[src/rtl/mbox_pkg.sv]
// rtl/mbox_pkg.sv - shared types, defaults and helpers for the mailbox write-channel arbiter
package mbox_pkg;

   typedef enum logic {
      ARB_IDLE   = 1'b0,
      ARB_LOCKED = 1'b1
   } arb_state_e;

   localparam int MBOX_NUM_REQ     = 4;
   localparam int MBOX_MAX_MSG_LEN = 16;

   // Index width for n requesters; a single requester still needs one bit.
   function automatic int mbox_id_w(input int n);
      return (n > 2) ? $clog2(n) : 1;
   endfunction

endpackage

[src/rtl/mbox_rr_pick.sv]
// rtl/mbox_rr_pick.sv - combinational rotating priority encoder
// Searches upward from ptr_i+1 (wrapping) for the first asserted request.
module mbox_rr_pick
   import mbox_pkg::*;
#(
   parameter int NUM_REQ = MBOX_NUM_REQ,
   parameter int ID_W    = mbox_id_w(NUM_REQ)
) (
   input  logic [NUM_REQ-1:0] req_i,
   input  logic [ID_W-1:0]    ptr_i,
   output logic               grant_valid_o,
   output logic [ID_W-1:0]    grant_idx_o
);

   always_comb begin : pick_p
      int idx;
      idx           = 0;
      grant_valid_o = 1'b0;
      grant_idx_o   = '0;
      for (int k = 1; k <= NUM_REQ; k++) begin
         idx = (int'(ptr_i) + k) % NUM_REQ;
         if (!grant_valid_o && req_i[ID_W'(idx)]) begin
            grant_valid_o = 1'b1;
            grant_idx_o   = ID_W'(idx);
         end
      end
   end

endmodule

[src/rtl/mbox_rr_arbiter.sv]
// rtl/mbox_rr_arbiter.sv - round-robin arbiter feeding the mailbox write channel slot
// Define MBOX_ARB_LOCK_EN to keep messages contiguous with a MAX_MSG_LEN forced cut.
module mbox_rr_arbiter
   import mbox_pkg::*;
#(
   parameter  int NUM_REQ     = MBOX_NUM_REQ,
   parameter  int DATA_WIDTH  = 32,
   parameter  int MAX_MSG_LEN = MBOX_MAX_MSG_LEN,
   localparam int ID_W        = mbox_id_w(NUM_REQ)
) (
   input  logic                          clk,
   input  logic                          rst,
   input  logic [NUM_REQ-1:0]            req_valid_i,
   input  logic [NUM_REQ-1:0]            req_last_i,
   input  logic [NUM_REQ*DATA_WIDTH-1:0] req_data_i,
   output logic [NUM_REQ-1:0]            req_ready_o,
   output logic                          out_valid_o,
   input  logic                          out_ready_i,
   output logic [DATA_WIDTH-1:0]         out_data_o,
   output logic                          out_last_o,
   output logic [ID_W-1:0]               out_src_o,
   output logic                          trunc_o,
   output logic                          busy_o
);

   if (NUM_REQ < 2 || NUM_REQ > 16 || MAX_MSG_LEN < 2 || MAX_MSG_LEN > 256) begin : g_param_check
      $error("mbox_rr_arbiter: NUM_REQ or MAX_MSG_LEN out of range");
   end

   logic                  out_valid_q;
   logic                  out_last_q;
   logic [DATA_WIDTH-1:0] out_data_q;
   logic [ID_W-1:0]       out_src_q;
   logic [ID_W-1:0]       ptr_q, ptr_d;

   logic                  load_ok;
   logic                  pick_valid;
   logic [ID_W-1:0]       pick_idx;
   logic                  grant_valid;
   logic [ID_W-1:0]       grant_idx;
   logic                  sel_valid;
   logic                  sel_last;
   logic [DATA_WIDTH-1:0] sel_data;
   logic                  accept;
   logic                  cut;

   assign load_ok = !out_valid_q || out_ready_i;

   mbox_rr_pick #(
      .NUM_REQ (NUM_REQ),
      .ID_W    (ID_W)
   ) u_pick (
      .req_i         (req_valid_i),
      .ptr_i         (ptr_q),
      .grant_valid_o (pick_valid),
      .grant_idx_o   (pick_idx)
   );

   always_comb begin
      sel_valid = 1'b0;
      sel_last  = 1'b0;
      sel_data  = '0;
      for (int i = 0; i < NUM_REQ; i++) begin
         if (grant_idx == ID_W'(i)) begin
            sel_valid = req_valid_i[i];
            sel_last  = req_last_i[i];
            sel_data  = req_data_i[i*DATA_WIDTH +: DATA_WIDTH];
         end
      end
   end

   // Ready is gated by rst so nothing is handed over while the slot is held in reset.
   always_comb begin
      req_ready_o = '0;
      for (int i = 0; i < NUM_REQ; i++) begin
         req_ready_o[i] = !rst && load_ok && grant_valid && (grant_idx == ID_W'(i));
      end
   end

   assign accept = load_ok && grant_valid && sel_valid;

`ifdef MBOX_ARB_LOCK_EN
   localparam int CNT_W = $clog2(MAX_MSG_LEN + 1);

   arb_state_e       state_q, state_d;
   logic [ID_W-1:0]  owner_q, owner_d;
   logic [CNT_W-1:0] cnt_q, cnt_d;
   logic             trunc_q;

   assign grant_valid = (state_q == ARB_LOCKED) ? 1'b1    : pick_valid;
   assign grant_idx   = (state_q == ARB_LOCKED) ? owner_q : pick_idx;

   always_comb begin
      state_d = state_q;
      owner_d = owner_q;
      cnt_d   = cnt_q;
      ptr_d   = ptr_q;
      cut     = 1'b0;
      case (state_q)
         ARB_IDLE: begin
            if (accept) begin
               if (sel_last) begin
                  ptr_d = grant_idx;
               end else begin
                  state_d = ARB_LOCKED;
                  owner_d = grant_idx;
                  cnt_d   = CNT_W'(1);
               end
            end
         end
         ARB_LOCKED: begin
            // cnt_q counts beats already taken, so this beat is number cnt_q+1.
            if (accept) begin
               if (sel_last || cnt_q == CNT_W'(MAX_MSG_LEN - 1)) begin
                  cut     = !sel_last;
                  state_d = ARB_IDLE;
                  ptr_d   = owner_q;
                  cnt_d   = '0;
               end else begin
                  cnt_d = cnt_q + 1'b1;
               end
            end
         end
         default: state_d = ARB_IDLE;
      endcase
   end

   always_ff @(posedge clk or posedge rst) begin
      if (rst) begin
         state_q <= ARB_IDLE;
         owner_q <= '0;
         cnt_q   <= '0;
         trunc_q <= 1'b0;
      end else begin
         state_q <= state_d;
         owner_q <= owner_d;
         cnt_q   <= cnt_d;
         trunc_q <= cut;
      end
   end

   assign trunc_o = trunc_q;
   assign busy_o  = (state_q == ARB_LOCKED) || out_valid_q;
`else
   assign grant_valid = pick_valid;
   assign grant_idx   = pick_idx;
   assign cut         = 1'b0;
   assign ptr_d       = accept ? grant_idx : ptr_q;
   assign trunc_o     = 1'b0;
   assign busy_o      = out_valid_q;
`endif

   // A load in the same cycle as a drain simply overwrites the slot, so there is no bubble.
   always_ff @(posedge clk or posedge rst) begin
      if (rst) begin
         out_valid_q <= 1'b0;
         out_last_q  <= 1'b0;
         out_data_q  <= '0;
         out_src_q   <= '0;
         ptr_q       <= ID_W'(NUM_REQ - 1);
      end else begin
         if (accept) begin
            out_valid_q <= 1'b1;
            out_data_q  <= sel_data;
            out_src_q   <= grant_idx;
            out_last_q  <= sel_last | cut;
         end else if (out_ready_i) begin
            out_valid_q <= 1'b0;
         end
         ptr_q <= ptr_d;
      end
   end

   assign out_valid_o = out_valid_q;
   assign out_data_o  = out_data_q;
   assign out_last_o  = out_last_q;
   assign out_src_o   = out_src_q;

endmodule

[config.mk]
export PLATFORM = sky130hd
export DESIGN_NAME = mbox_rr_arbiter
export DESIGN_NICKNAME = d
export VERILOG_FILES = /design/src/rtl/mbox_pkg.sv /design/src/rtl/mbox_rr_pick.sv /design/src/rtl/mbox_rr_arbiter.sv
export SDC_FILE = /design/constraint.sdc
export NUM_CORES = 1
export LEC_CHECK = 0
export BUFFER_PORTS_ARGS = -buffer_cell sky130_fd_sc_hd__buf_2
export CORE_UTILIZATION = 40
export DETAILED_ROUTE_END_ITERATION = 10
export GPL_TIMING_DRIVEN = 0
export HOLD_SLACK_MARGIN = 0.08
export MAX_ROUTING_LAYER = met4
export PLACE_DENSITY = 0.81
export SKIP_CTS_REPAIR_TIMING = 1
export SLEW_MARGIN = 20
export SYNTH_ARGS = -nofsm -noshare
export SYNTH_HDL_FRONTEND = slang
export SYNTH_SLANG_ARGS = --single-unit
[constraint.sdc]
create_clock -name clk -period 4.7 [get_ports clk]
set_input_delay 0.47 -clock clk [delete_from_list [all_inputs] [get_ports clk]]
set_output_delay 0.47 -clock clk [all_outputs]
set_load 0.005 [all_outputs]
# Word-level counts from Yosys, hierarchy flattened
# Index checks and enable logic that the tools add are counted.
# word_totals
ff_bits,38
latchBits,0
mem_bits_rw,0
romBits,0
elab_cells,69
mem_count,0
# op_classes
add_sub_neg,4
multipliers,0
n_div,0
n_lt_le_gt_ge,4
n_eq_ne,3
shifts,0
n_mux,34
n_bitwise,0
n_reduce_logical,19
# ops
op,count
$mux 32,4
$mux 1,22
$lt 2x4->1 const B,4
$logic_and 1x1->1,11
$bmux 1 s2,4
$mux 2,4
$logic_not 1->1,5
$add 2x1->2 const B,2
$add 2x2->2 const B,2
$eq 2x2->1 const B,2
$eq 2x1->1 const B,1
$logic_not 2->1,1
$reduce_bool 2->1,1
$logic_or 1x1->1,1

# Depth between registers and ports, before layout
# Gate-level depths: netlist (run 1).
# depth
depth_word,21
ltp_mapped,8
ltp_nobuf,5

# Cells and area by module
# Synthesis (run 1) repeated with hierarchy kept, for this count alone.
# hier_totals
cells_unflattened,152
hier_area_um2,2424.8
# modules_own_cells
mod,n_inst,cells_per_inst,area_each_um2,seq_area_each_um2
mbox_rr_arbiter,1,138,2333.5,953.4
mbox_rr_pick,1,14,91.3,0.0

# Worst setup path before layout (run 1)
# Ideal clock, no wire load.
# synth_path
path_type,register -> output
start,reg ptr_q[1]
end,out req_ready_o[0]
t_arrival_ns,1.547
path_slack_ns,2.683
path_stages_with_launch,7
path_buffers,3
cell_sequence,dfstp_2 buf_4 mux2i_1 o221a_4 buf_12 buf_6 nor3b_1
# synth_via
elab_chain_cells,16
# synth_rtl
item,line,source
"start, declared",mbox_rr_arbiter.sv:34,"logic [ID_W-1:0] ptr_q, ptr_d;"
"start signal, assigned",mbox_rr_arbiter.sv:160,ptr_q <= ID_W'(NUM_REQ - 1);
"start signal, assigned",mbox_rr_arbiter.sv:170,ptr_q <= ptr_d;
$add 2x1->2,mbox_rr_pick.sv:21,idx = (int'(ptr_i) + k) % NUM_REQ;
$bmux 1 s2,mbox_rr_pick.sv:22,if (!grant_valid_o && req_i[ID_W'(idx)]) begin
$mux 1 (not written as such) (2 in a row),mbox_rr_pick.sv:22,
$mux 1,mbox_rr_pick.sv:22,
$logic_not 1->1,mbox_rr_pick.sv:22,
$logic_and 1x1->1,mbox_rr_pick.sv:22,
$mux 1,mbox_rr_pick.sv:22,
$logic_not 1->1,mbox_rr_pick.sv:22,
$logic_and 1x1->1,mbox_rr_pick.sv:22,
$mux 1,mbox_rr_pick.sv:22,
$logic_not 1->1,mbox_rr_pick.sv:22,
$logic_and 1x1->1,mbox_rr_pick.sv:22,
$mux 2 / $mux 1 (equally long branches),mbox_rr_pick.sv:22,
$logic_not 2->1 / $logic_and 1x1->1 (equally long branches),mbox_rr_arbiter.sv:76,req_ready_o[i] = !rst && load_ok && grant_valid && (grant_idx == ID_W'(i));
$logic_and 1x1->1 *,mbox_rr_arbiter.sv:76,
"end, declared",mbox_rr_arbiter.sv:16,"output logic [NUM_REQ-1:0] req_ready_o,"
# Mark *: on every way between the ends. The rest lies on a longest branch, timed or not. The select of a mux whose other input is x is not followed.

# Final worst setup path (run 1)
# layout_path
start,reg ptr_q[1]
end,out req_ready_o[1]
# layout_via
elab_chain_cells,16
# layout_rtl
item,line
$add 2x1->2,mbox_rr_pick.sv:21
$bmux 1 s2,mbox_rr_pick.sv:22
$mux 1 (not written as such) (2 in a row),mbox_rr_pick.sv:22
$mux 1,mbox_rr_pick.sv:22
$logic_not 1->1,mbox_rr_pick.sv:22
$logic_and 1x1->1,mbox_rr_pick.sv:22
$mux 1,mbox_rr_pick.sv:22
$logic_not 1->1,mbox_rr_pick.sv:22
$logic_and 1x1->1,mbox_rr_pick.sv:22
$mux 1,mbox_rr_pick.sv:22
$logic_not 1->1,mbox_rr_pick.sv:22
$logic_and 1x1->1,mbox_rr_pick.sv:22
$mux 2 / $mux 1 (equally long branches),mbox_rr_pick.sv:22
$eq 2x1->1 / $logic_and 1x1->1 (equally long branches),mbox_rr_arbiter.sv:76
$logic_and 1x1->1 *,mbox_rr_arbiter.sv:76
# Marked as above.

==> results of run 1 <==
-- metrics by stage --
| step | util (%) | instances | cell area (sq um) | hold slack (ps) |
|---|---|---|---|---|
| floorplan | - | 226 | 2455 | 470.6 |
| global placement | 58.18 | 480 | 3445 | 456.4 |
| detailed placement | 58.18 | 480 | 3445 | 463.0 |
| CTS | 59.47 | 487 | 3521 | 401.5 |
| global route | 59.47 | 487 | 3521 | 440.6 |
| finish | 59.47 | 487 | 3521 | 365.2 |
-- registers in the layout (all words and copies together) (netlist names) --
register	cells
out_src_o	2
ptr_q	2
out_last_o	1
busy_o	1
out_data_o	32
-- worst max path at each step --
stage	start	to	slack [ps]	depth (start not counted)
CTS	ptr_q[1]$_DFFE_PP1P_	req_ready_o[1]	2120	9
finish	ptr_q[1]$_DFFE_PP1P_	req_ready_o[1]	2120	9
global route	ptr_q[1]$_DFFE_PP1P_	req_ready_o[1]	1920	9
detailed placement	req_valid_i[3]	req_ready_o[1]	2340	8
floorplan	ptr_q[1]$_DFFE_PP1P_	req_ready_o[0]	2680	6
global placement	req_valid_i[3]	req_ready_o[1]	2350	8
-- area by class of cell --
cell class	count	area [sq um]	area share, %
inverter	3	11.26	0.3198
multi-input combinational	163	1266	35.96
clock buffer	7	76.32	2.168
tap	75	93.84	2.665
sequential	38	953.4	27.08
buffer	22	224.0	6.361
timing repair buffer	179	895.9	25.44
-- cells by family (layout without fill, tap and decap cells) --
kind of cell / count (synthesis) / count (layout) / share of synthesized area (%)
AND/OR/NAND/NOR: 53 / 53 / 9.582
buffers and inverters: 25 / 211 / 9.581
flip-flops: 38 / 38 / 38.84
AO/OA/AOI/OAI: 42 / 42 / 14.53
other: 1 / 1 / 0.1528
multiplexers: 67 / 67 / 27.32
-- synth_stat cells --
cell,count,area (sq um)
a21o_1,1,7.510
mux2i_1,67,670.6
nor2b_2,1,8.760
buf_6,1,11.26
dfrtp_1,36,900.9
o221a_4,1,20.02
a21oi_1,5,25.02
buf_4,3,22.52
nor2_1,3,11.26
buf_2,7,35.03
a21oi_2,1,8.760
nor3b_1,2,15.01
nor4_2,1,12.51
nand2b_1,2,12.51
o221ai_1,33,289.0
a31oi_1,1,6.260
buf_12,7,140.1
clkbuf_1,4,15.01
nor3_1,2,10.01
nand2_4,1,11.26
dfstp_2,2,52.55
conb_1,1,3.750
nand2_1,41,153.9
inv_1,3,11.26
-- power breakdown --
part	internal [uW]	switching, uW	total [uW]	leakage (uW)
registers	414	46.2	460	0.000458
clock network	102	105	207	0.0000383
logic	286	250	535	0.00146
-- per-layer routing --
layer  part of all wire, %  vias to the layer above  track usage [%]
met4                   1.7                        0            7.500
li1                      -                     1207                -
met5                     0                        -                -
met2                    52                      126            40.68
met1                    40                     1221            24.00
met3                   6.5                       11            3.864
==> impl_results.md, run 1 <==
* DR iter-0 viols at between 50 and 60
* DRT Pass-1 Iters at 4
* Post-synthesis sequential area ratio at approximately 39%
* Starting Density at 41.46%
* Final clock skew at between 4 and 5 ps
* Initial antenna violation count at 0
* Commonest non-fill, non-tap cell in the layout: buf_2
* DRC viols at 0
* Max Clk Rate at 0.3878 GHz
* Synth Register Bits at 38
* Total number of vias at roughly 2600
* Final hold vios at 0
* Fin. max-slew vios at 0
* Largest stage delay, worst path at 520 ps
* RePlAce Congestion at roughly 0.76
* Status: finished clean
* Routed wire length at ~7200 um
* Nets@finish at 551
* Dpl ws at ~2300 ps
* Chip Height at approximately 80 um
* Worst Setup Start Kind: register
* Root Buffer: clkbuf_8
* CP Class: reg2out
* GR Overflow Total at 0
* Worst r2r src: ptr_q[1]$_DFFE_PP1P_
* Buf/Inv on CP at 4
* Total track usage at about 22%
* RSZ-0062 raised after global routing: no
* Share of layout cells above drive strength 1 at 50.97%
* Number of fillers in the final layout at 520
* Leak at about 0.0020 uW
* CTS tree: yes
* Crit-path most repeated cell: buf_2
* Slowest cell on crit path: dfstp_2
* Crit share post-route at a little over half
* Avg WL per Cell at 14.82 um
* R2R depth at 7
* HP Class: in2async
* Longest Clk Path Bufs at 2
* Ports at between 150 and 200
* Largest net degree at the start of global routing at 39
* Max_cap viols at 0
* Core area at approximately 5900 sq um
* Via-to-Cell Ratio at roughly 5.3
* Antenna diode count at 0
* Clock tree sinks at 38
* Maximum vdd drop at about 0.15 mV
* Vias in the first global route at between 2000 and 2500
* Setup TNS at 0 ps
* Area Growth Syn to Fin at 43.43%
* Crit path DAT at around 2100 ps
* Die Area at about 6500 sq um
* Most frequent cells in the layout: buf_2 (186), mux2i_1 (67), nand2_1 (41), dfrtp_1 (36), o221ai_1 (33)
* Slew margin rel. at 46.79%
* Critical-path maximum fanout at 10
* Num CTS Buffers at 5
* Synth Cell Area at 2455 sq um
* CP required at approximately 4200 ps
* Synth cell types at 24
* Worst-skew pair later-pin latency at between 200 and 300 ps
* DIE WIDTH at about 80 um
* Worst R2R Setup Slack at about 2800 ps
* H-tree levels at 2
* FP Rows at 28
* Mapped Cells at 226
* CP top delay family: buffers and inverters
* PnR worst setup slack at 2121 ps
* Crit end category: primary output
* Pwr per Cell Area at between 300 and 400 nW/um^2
* Dpl hpwl at 5630 um
* Actual slew at the worst max-slew pin at approximately 800 ps
* Detail Route Antenna Nets at 0
* RR Endpoint: out_data_o[16]$_DFFE_PP0P_
* Clock-pin slew on the worst setup and hold paths at ~70 ps
* Min cycle time layout at roughly 2600 ps
* Count of input and output buffers at around 180
* First-pass GRT wire length at ~11000 um
* Syn_area_per_cell at ~11 sq um
* Total power at between 1000 and 1500 uW
* Syn Nets at 365
* Ys Warns at 0
* Setup violators final at 0
* Crit-path cells: buf_4 > a21oi_1 > a31oi_1 > a21oi_1 > nand2b_1 > buf_2 > buf_2 > nor3_1 > buf_2
No activity file was read; power rests on OpenSTA's default activity.
==> run 2, diff against run 1 <==
- ABC_AREA: unset -> 1
- CORE_UTILIZATION: 40 -> 39
- PLACE_DENSITY: 0.81 -> 0.78
- clock period: 4.7 -> 2.12 ns (I/O delays scaled with it)
==> impl_results.md, run 2 <==
* Worst-skew pair later-pin latency at 290 ps (about the same)
* Avg WL per Cell at 15.82 um (+6.8%)
* Fin. max-slew vios at 0 (unchanged)
* Final hold vios at 0 (unchanged)
* DRT Pass-1 Iters at 5 (+1)
* Detail Route Antenna Nets at 0 (unchanged)
* Min cycle time layout at 2440 ps
* Vias in the first global route at 3585 (+57%)
* PnR worst setup slack at -320.4 ps (-2442 ps)
* Starting Density at 41.19% (-0.27 points)
* Max_cap viols at 0 (unchanged)
* Actual slew at the worst max-slew pin at 908.1 ps (+111.1 ps)
* Core area at 6944 sq um (+17%)
* Die Area at 7681 sq um (+19%)
* Top-count cell post-synth: nand2_1
* Clock-pin slew on the worst setup and hold paths at 80 ps (about the same)
* Clock tree sinks at 38 (unchanged)
* Nets@finish at 788 (+43%)
* Leak at 0.002519 uW (+29%)
* Share of layout cells above drive strength 1 at 44.62% (-6.4 points)
* Status: complete, but fails checks
* Dpl hpwl at 8233 um (+46%)
* Total track usage at 28.42% (+6.2 points)
* DRC viols at 0 (unchanged)
* Synth cell types at 24 (unchanged)
* Largest register FFs at 32 (unchanged)
* Routed wire length at 11800 um (+64%)
* Mapped Cells at 441 (+95%)
* Crit-path most repeated cell: nand2_2
* FP Rows at 30 (+7.1%)
* GR Overflow Total at 0 (unchanged)
* Area Growth Syn to Fin at 59.40%
* DIE WIDTH at 87.64 um (+9.1%)
* Via-to-Cell Ratio at 5.338 (+1.3%)
* Largest net degree at the start of global routing at 22 (-44%)
* First-pass GRT wire length at 16300 um (+55%)
* Total power at 10500 uW (+770%)
* Post-synthesis sequential area ratio at 33.33% (-5.5 points)
* Largest stage delay, worst path at 550 ps (+30 ps)
* Number of synthesized flops with an enable pin at 0 (unchanged)
* Crit-path cells: buf_6 > inv_8 > nand2_2 > nand2_2 > nand2_2 > nand2_4 > inv_4 > nand2_1 > nand2_2 > nand3_4 > buf_12 > buf_8 > nor3_4 > buf_2
* Maximum vdd drop at 1.345 mV (+800%)
* Ports at 181 (unchanged)
* Worst hold margin at 208.7 ps (-156.5 ps)
* Chip Height at 87.64 um (+9.1%)
* Reg area at 953.4 sq um (unchanged)
* Number of fillers in the final layout at 622 (+20%)
* Dpl ws at -194.3 ps (-2538 ps)
* Synth Cell Area at 2860 sq um (+17%)
* Final clock skew at 4.810 ps (+0.3296 ps)
* Most frequent cells in the layout: buf_2 (185), nand2_1 (170), nand3_1 (87), dfrtp_1 (36), nand4_1 (27)
* Ys flop type: dfrtp_1
* Num CTS Buffers at 5 (unchanged)
* Failing checks: negative setup slack
* Initial antenna violation count at 0 (unchanged)
* DR iter-0 viols at 219 (+290%)
* Crit end category: primary output
* Count of input and output buffers at 179 (unchanged)
* Top cells by count, synth: nand2_1 (192), nand3_1 (90), dfrtp_1 (36)
* Crit share post-route at 115.1%
* Max Clk Rate at just over 0.4 GHz
* Worst Setup Start Kind: register
* Syn_area_per_cell at 6.486 sq um (-40%)
* Pwr per Cell Area at 2303 nW/um^2 (+570%)
* H-tree levels at 2 (unchanged)
* Cell taking the most area after synthesis: dfrtp_1
* Syn Nets at 580 (+59%)
* Asr flop ratio synth at 100.0% (unchanged)
* Synth top area cells: dfrtp_1 (31%), nand2_1 (25%), nand3_1 (16%)
* Critical-path maximum fanout at 10 (unchanged)
* Setup violators final at 38 (+38)
* Total number of vias at 3982 (+55%)
* Longest Clk Path Bufs at 2 (unchanged)
* Antenna diode count at 0 (unchanged)
* Yosys top cell area share at 31.50% (-5.2 points)
* Footprint of the multi-input gates at 1797 sq um (+42%)
* CTS tree: yes
* RSZ-0062 raised after global routing: yes
* Root Buffer: clkbuf_8
* Commonest non-fill, non-tap cell in the layout: buf_2
* RePlAce Congestion at 0.9442 (+24%)
* Slowest cell on crit path: dfstp_2
* Ys Warns at 0 (unchanged)
* CP Class: reg2out
* Synth Register Bits at 38 (unchanged)
* HP Class: in2reg
* Slew margin rel. at 39.26% (-7.5 points)
* Crit path DAT at 2230 ps (+120 ps)
* CP required at 1910 ps (-2320 ps)
run 2: cell count changes after synthesis, moves of 5 or more:
cell,before,now
nand2_1,41,192
nand3_1,0,90
mux2i_1,67,0
o221ai_1,33,0
nand4_1,0,27
inv_1,3,17
nand3b_1,0,12
buf_2,7,16
buf_12,7,0
o21ai_1,0,7
buf_4,3,8
run 2: path summary, 6_finish.rpt:
| path | depth (start not counted) | startpoint | slack, ps | to |
|---|---|---|---|---|
| worst max-delay path | 14 | ptr_q[0]$_DFFE_PP1P_ | -320 | req_ready_o[1] |
| min in group asynchronous | 4 | rst | 500 | out_data_o[21]$_DFFE_PP0P_ |
| worst min-delay path | 5 | req_data_i[125] | 210 | out_data_o[29]$_DFFE_PP0P_ |
| worst min register to register | 2 | out_data_o[6]$_DFFE_PP0P_ | 480 | out_data_o[6]$_DFFE_PP0P_ |
| max in group asynchronous | 4 | rst | 300 | out_data_o[23]$_DFFE_PP0P_ |
| worst max register to register | 17 | ptr_q[0]$_DFFE_PP1P_ | -190 | out_data_o[22]$_DFFE_PP0P_ |
run 2: where the power goes:
group	total (uW)	leakage [uW]	switching (uW)	internal [uW]
clock network	776	0.0000714	274	502
registers	1340	0.000463	219	1130
logic	8380	0.00198	4850	3520
run 2: layout make-up:
class | instances | share of cell area [%]
Multi-Input combinational cell | 350 | 39.41
Timing Repair Buffer | 201 | 25.25
Sequential cell | 38 | 20.91
Buffer | 32 | 6.669
Tap cell | 96 | 2.634
Inverter | 21 | 2.003
Clock buffer | 6 | 1.811
Clock inverter | 2 | 1.317
run 2: cell families (layout without fill, tap and decap cells):
kind of cell / after synthesis / in the layout / synth area share, %
simple gates: 339 / 339 / 54.68
other cells: 1 / 1 / 0.1311
buf+inv: 53 / 262 / 10.11
flops: 38 / 38 / 33.33
compound gates: 10 / 10 / 1.750
run 2: routing by layer:
layer	global-route usage [%]	vias up	share of wire, %
met2	49.93	221	51
met5	-	-	0
li1	-	1864	-
met3	5.655	18	8.3
met1	32.42	1879	40
met4	9.091	0	1.1
run 2: critical path: cells and delay by family, from the launching register on:
family | cells | cell delay, ps
simple gates | 8 | 680
flops | 1 | 550
buf+inv | 6 | 680
run 2: stage by stage:
stage          TNS [ps]  cell area, sq um  cells  utilization [%]
2_1_floorplan         0              2860    441                -
3_3_place_gp      -2013              3876    716            55.82
3_5_place_dp      -3208              3904    717            56.22
4_1_cts           -5131              4046    725            58.27
5_1_grt          -10720              4559    746            65.66
6_report          -6031              4559    746            65.66
==> run 3, diff against run 2 <==
- CELL_PAD_IN_SITES_DETAIL_PLACEMENT: unset -> 2
- CELL_PAD_IN_SITES_GLOBAL_PLACEMENT: unset -> 2
- CORE_UTILIZATION: 39 -> 19
- PLACE_DENSITY: 0.78 -> 0.79
==> impl_results.md, run 3 (same netlist as run 2, synthesis figures left out) <==
* DRT Pass-1 Iters at 4 (-1)
* First-pass GRT wire length at 22360 um (+37%)
* RR Endpoint: out_data_o[25]$_DFFE_PP0P_
* Footprint of the multi-input gates at 1876 sq um (+4.4%)
* Actual slew at the worst max-slew pin at 596.7 ps (-311.4 ps)
* Largest net degree at the start of global routing at 21 (-4.5%)
* Largest register FFs at 32 (unchanged)
* Share of layout cells above drive strength 1 at 45.47% (+0.85 points)
* Pwr per Cell Area at 2250 nW/um^2 (-2.3%)
* Avg WL per Cell at 18.90 um (+19%)
* Reg area at 953.4 sq um (unchanged)
* Antenna diode count at 0 (unchanged)
* Number of fillers in the final layout at 1765 (+180%)
* Longest Clk Path Bufs at 2 (unchanged)
* Area Growth Syn to Fin at 65.35%
* Core area at 14590 sq um (+110%)
* Die Area at 15550 sq um (+100%)
* DR iter-0 viols at 115 (-47%)
* Max_cap viols at 0 (unchanged)
* Status: complete, but fails checks
* Initial antenna violation count at 0 (unchanged)
* Crit path DAT at 2280 ps (+50 ps)
* Hold path cells at 5 (unchanged)
* Ports at 181 (unchanged)
* HP Class: in2reg
* GR Overflow Total at 0 (unchanged)
* CP required at 1910 ps (about the same)
* Crit share post-route at 117.4% (+2.3 points)
* Most frequent cells in the layout: buf_2 (186), nand2_1 (165), nand3_1 (86), dfrtp_1 (36), nand4_1 (27)
* FP Rows at 44 (+47%)
* Chip Height at 124.7 um (+42%)
* Worst Setup Start Kind: register
* Detail Route Antenna Nets at 0 (unchanged)
* Clock tree sinks at 38 (unchanged)
* Max Clk Rate at 0.4017 GHz (-2.0%)
* Placed Cells at 805 (+12%)
* Dpl hpwl at 11920 um (+45%)
* Worst r2r src: ptr_q[0]$_DFFE_PP1P_
* Count of input and output buffers at 179 (unchanged)
* R2R depth at 14 (-3)
* CTS tree: yes
* Total track usage at 19.16% (-9.3 points)
* Leak at 0.002550 uW (+1.2%)
* RSZ-0062 raised after global routing: yes
* RePlAce Congestion at 0.8262 (-12%)
* Critical-path maximum fanout at 10 (unchanged)
* Hold Path End: out_data_o[30]$_DFFE_PP0P_
* H-tree levels at 2 (unchanged)
* PnR worst setup slack at -369.7 ps (-49.31 ps)
* Hold Crit Start: req_data_i[126]
* Root Buffer: clkbuf_16
* DIE WIDTH at 124.7 um (+42%)
* Failing checks: negative setup slack
* Final clock skew at 5.097 ps (+0.2874 ps)
* Clock-pin slew on the worst setup and hold paths at 60 ps (-20 ps)
* Nets@finish at 789 (+0.13%)
* Via-to-Cell Ratio at 4.768 (-11%)
* Final hold vios at 0 (unchanged)
* Crit end category: primary output
* Min cycle time layout at 2490 ps (+49.31 ps)
* CP Class: reg2out
* Commonest non-fill, non-tap cell in the layout: buf_2
* Fin area at 4730 sq um (+3.7%)
* Worst-skew pair later-pin latency at 290 ps (about the same)
* DRC viols at 0 (unchanged)
* Starting Density at 19.61% (-22 points)
* Total number of vias at 3981 (-0.025%)
* Fin. max-slew vios at 0 (unchanged)
* Routed wire length at 15780 um (+34%)
* Maximum vdd drop at 0.9727 mV (-28%)
* Worst R2R Setup Slack at -300 ps (-110 ps)
* Num CTS Buffers at 5 (unchanged)
* Vias in the first global route at 4165 (+16%)
* Setup violators final at 41 (+7.9%)
* Final std cells w/o fill at 835 (+12%)
* Slew margin rel. at 60.16% (+21 points)
* Dpl cell area at 4014 sq um (+2.8%)
* Worst hold margin at 230.3 ps (+21.66 ps)
## run 3: per-layer routing
layer | track usage [%] | wire, um
met1 | 22.45 | 6554
met2 | 33.93 | 8214
met3 | 3.909 | 904
met4 | 3.331 | 107
met5 | - | 0
## run 3: final cells by class
| cell class | count | area share (%) |
|---|---|---|
| Inverter | 21 | 1.984 |
| Sequential cell | 38 | 20.16 |
| Tap cell | 184 | 4.868 |
| Buffer | 29 | 6.376 |
| Timing Repair Buffer | 205 | 24.07 |
| Clock buffer | 8 | 2.884 |
| Multi-Input combinational cell | 350 | 39.66 |
## run 3: power breakdown
group          leakage [uW]  internal [uW]  switching (uW)
Sequential         0.000463           1130             235
Combinational       0.00202           3360            5180
Clock             0.0000652            438             300
## run 3: worst max-delay path, cell delays in order (launching register included)
cell and delay [ps]:
dfstp_2 570, buf_8 140, inv_8 60, nand2_2 90, nand3_1 100, nand2_2 140
nand4_1 200, buf_4 200, nand3_4 150, buf_8 160, nor3_4 40, buf_2 130
## run 3: how the worst max path moves through the flow
stage / from / endpoint / depth (start not counted)
finish: ptr_q[0]$_DFFE_PP1P_ / req_ready_o[0] / 11
global route: ptr_q[0]$_DFFE_PP1P_ / req_ready_o[0] / 10
CTS: ptr_q[0]$_DFFE_PP1P_ / req_ready_o[0] / 13
detailed placement: ptr_q[0]$_DFFE_PP1P_ / req_ready_o[0] / 13
global placement: rst / req_ready_o[0] / 5
floorplan: ptr_q[0]$_DFFE_PP1P_ / req_ready_o[1] / 13
## run 3: stage by stage
| step | total power (uW) | TNS, ps | utilization [%] | worst slack, ps |
|---|---|---|---|---|
| after floorplan | 5692 | 0 | - | 138.0 |
| after global placement | 7936 | -5580 | 27.32 | -273.7 |
| after detailed placement | 8244 | -10210 | 27.51 | -370.0 |
| after CTS | 9023 | -11940 | 28.45 | -674.7 |
| after global routing | 11540 | -14100 | 32.42 | -475.6 |
| final | 10640 | -8801 | 32.42 | -369.7 |
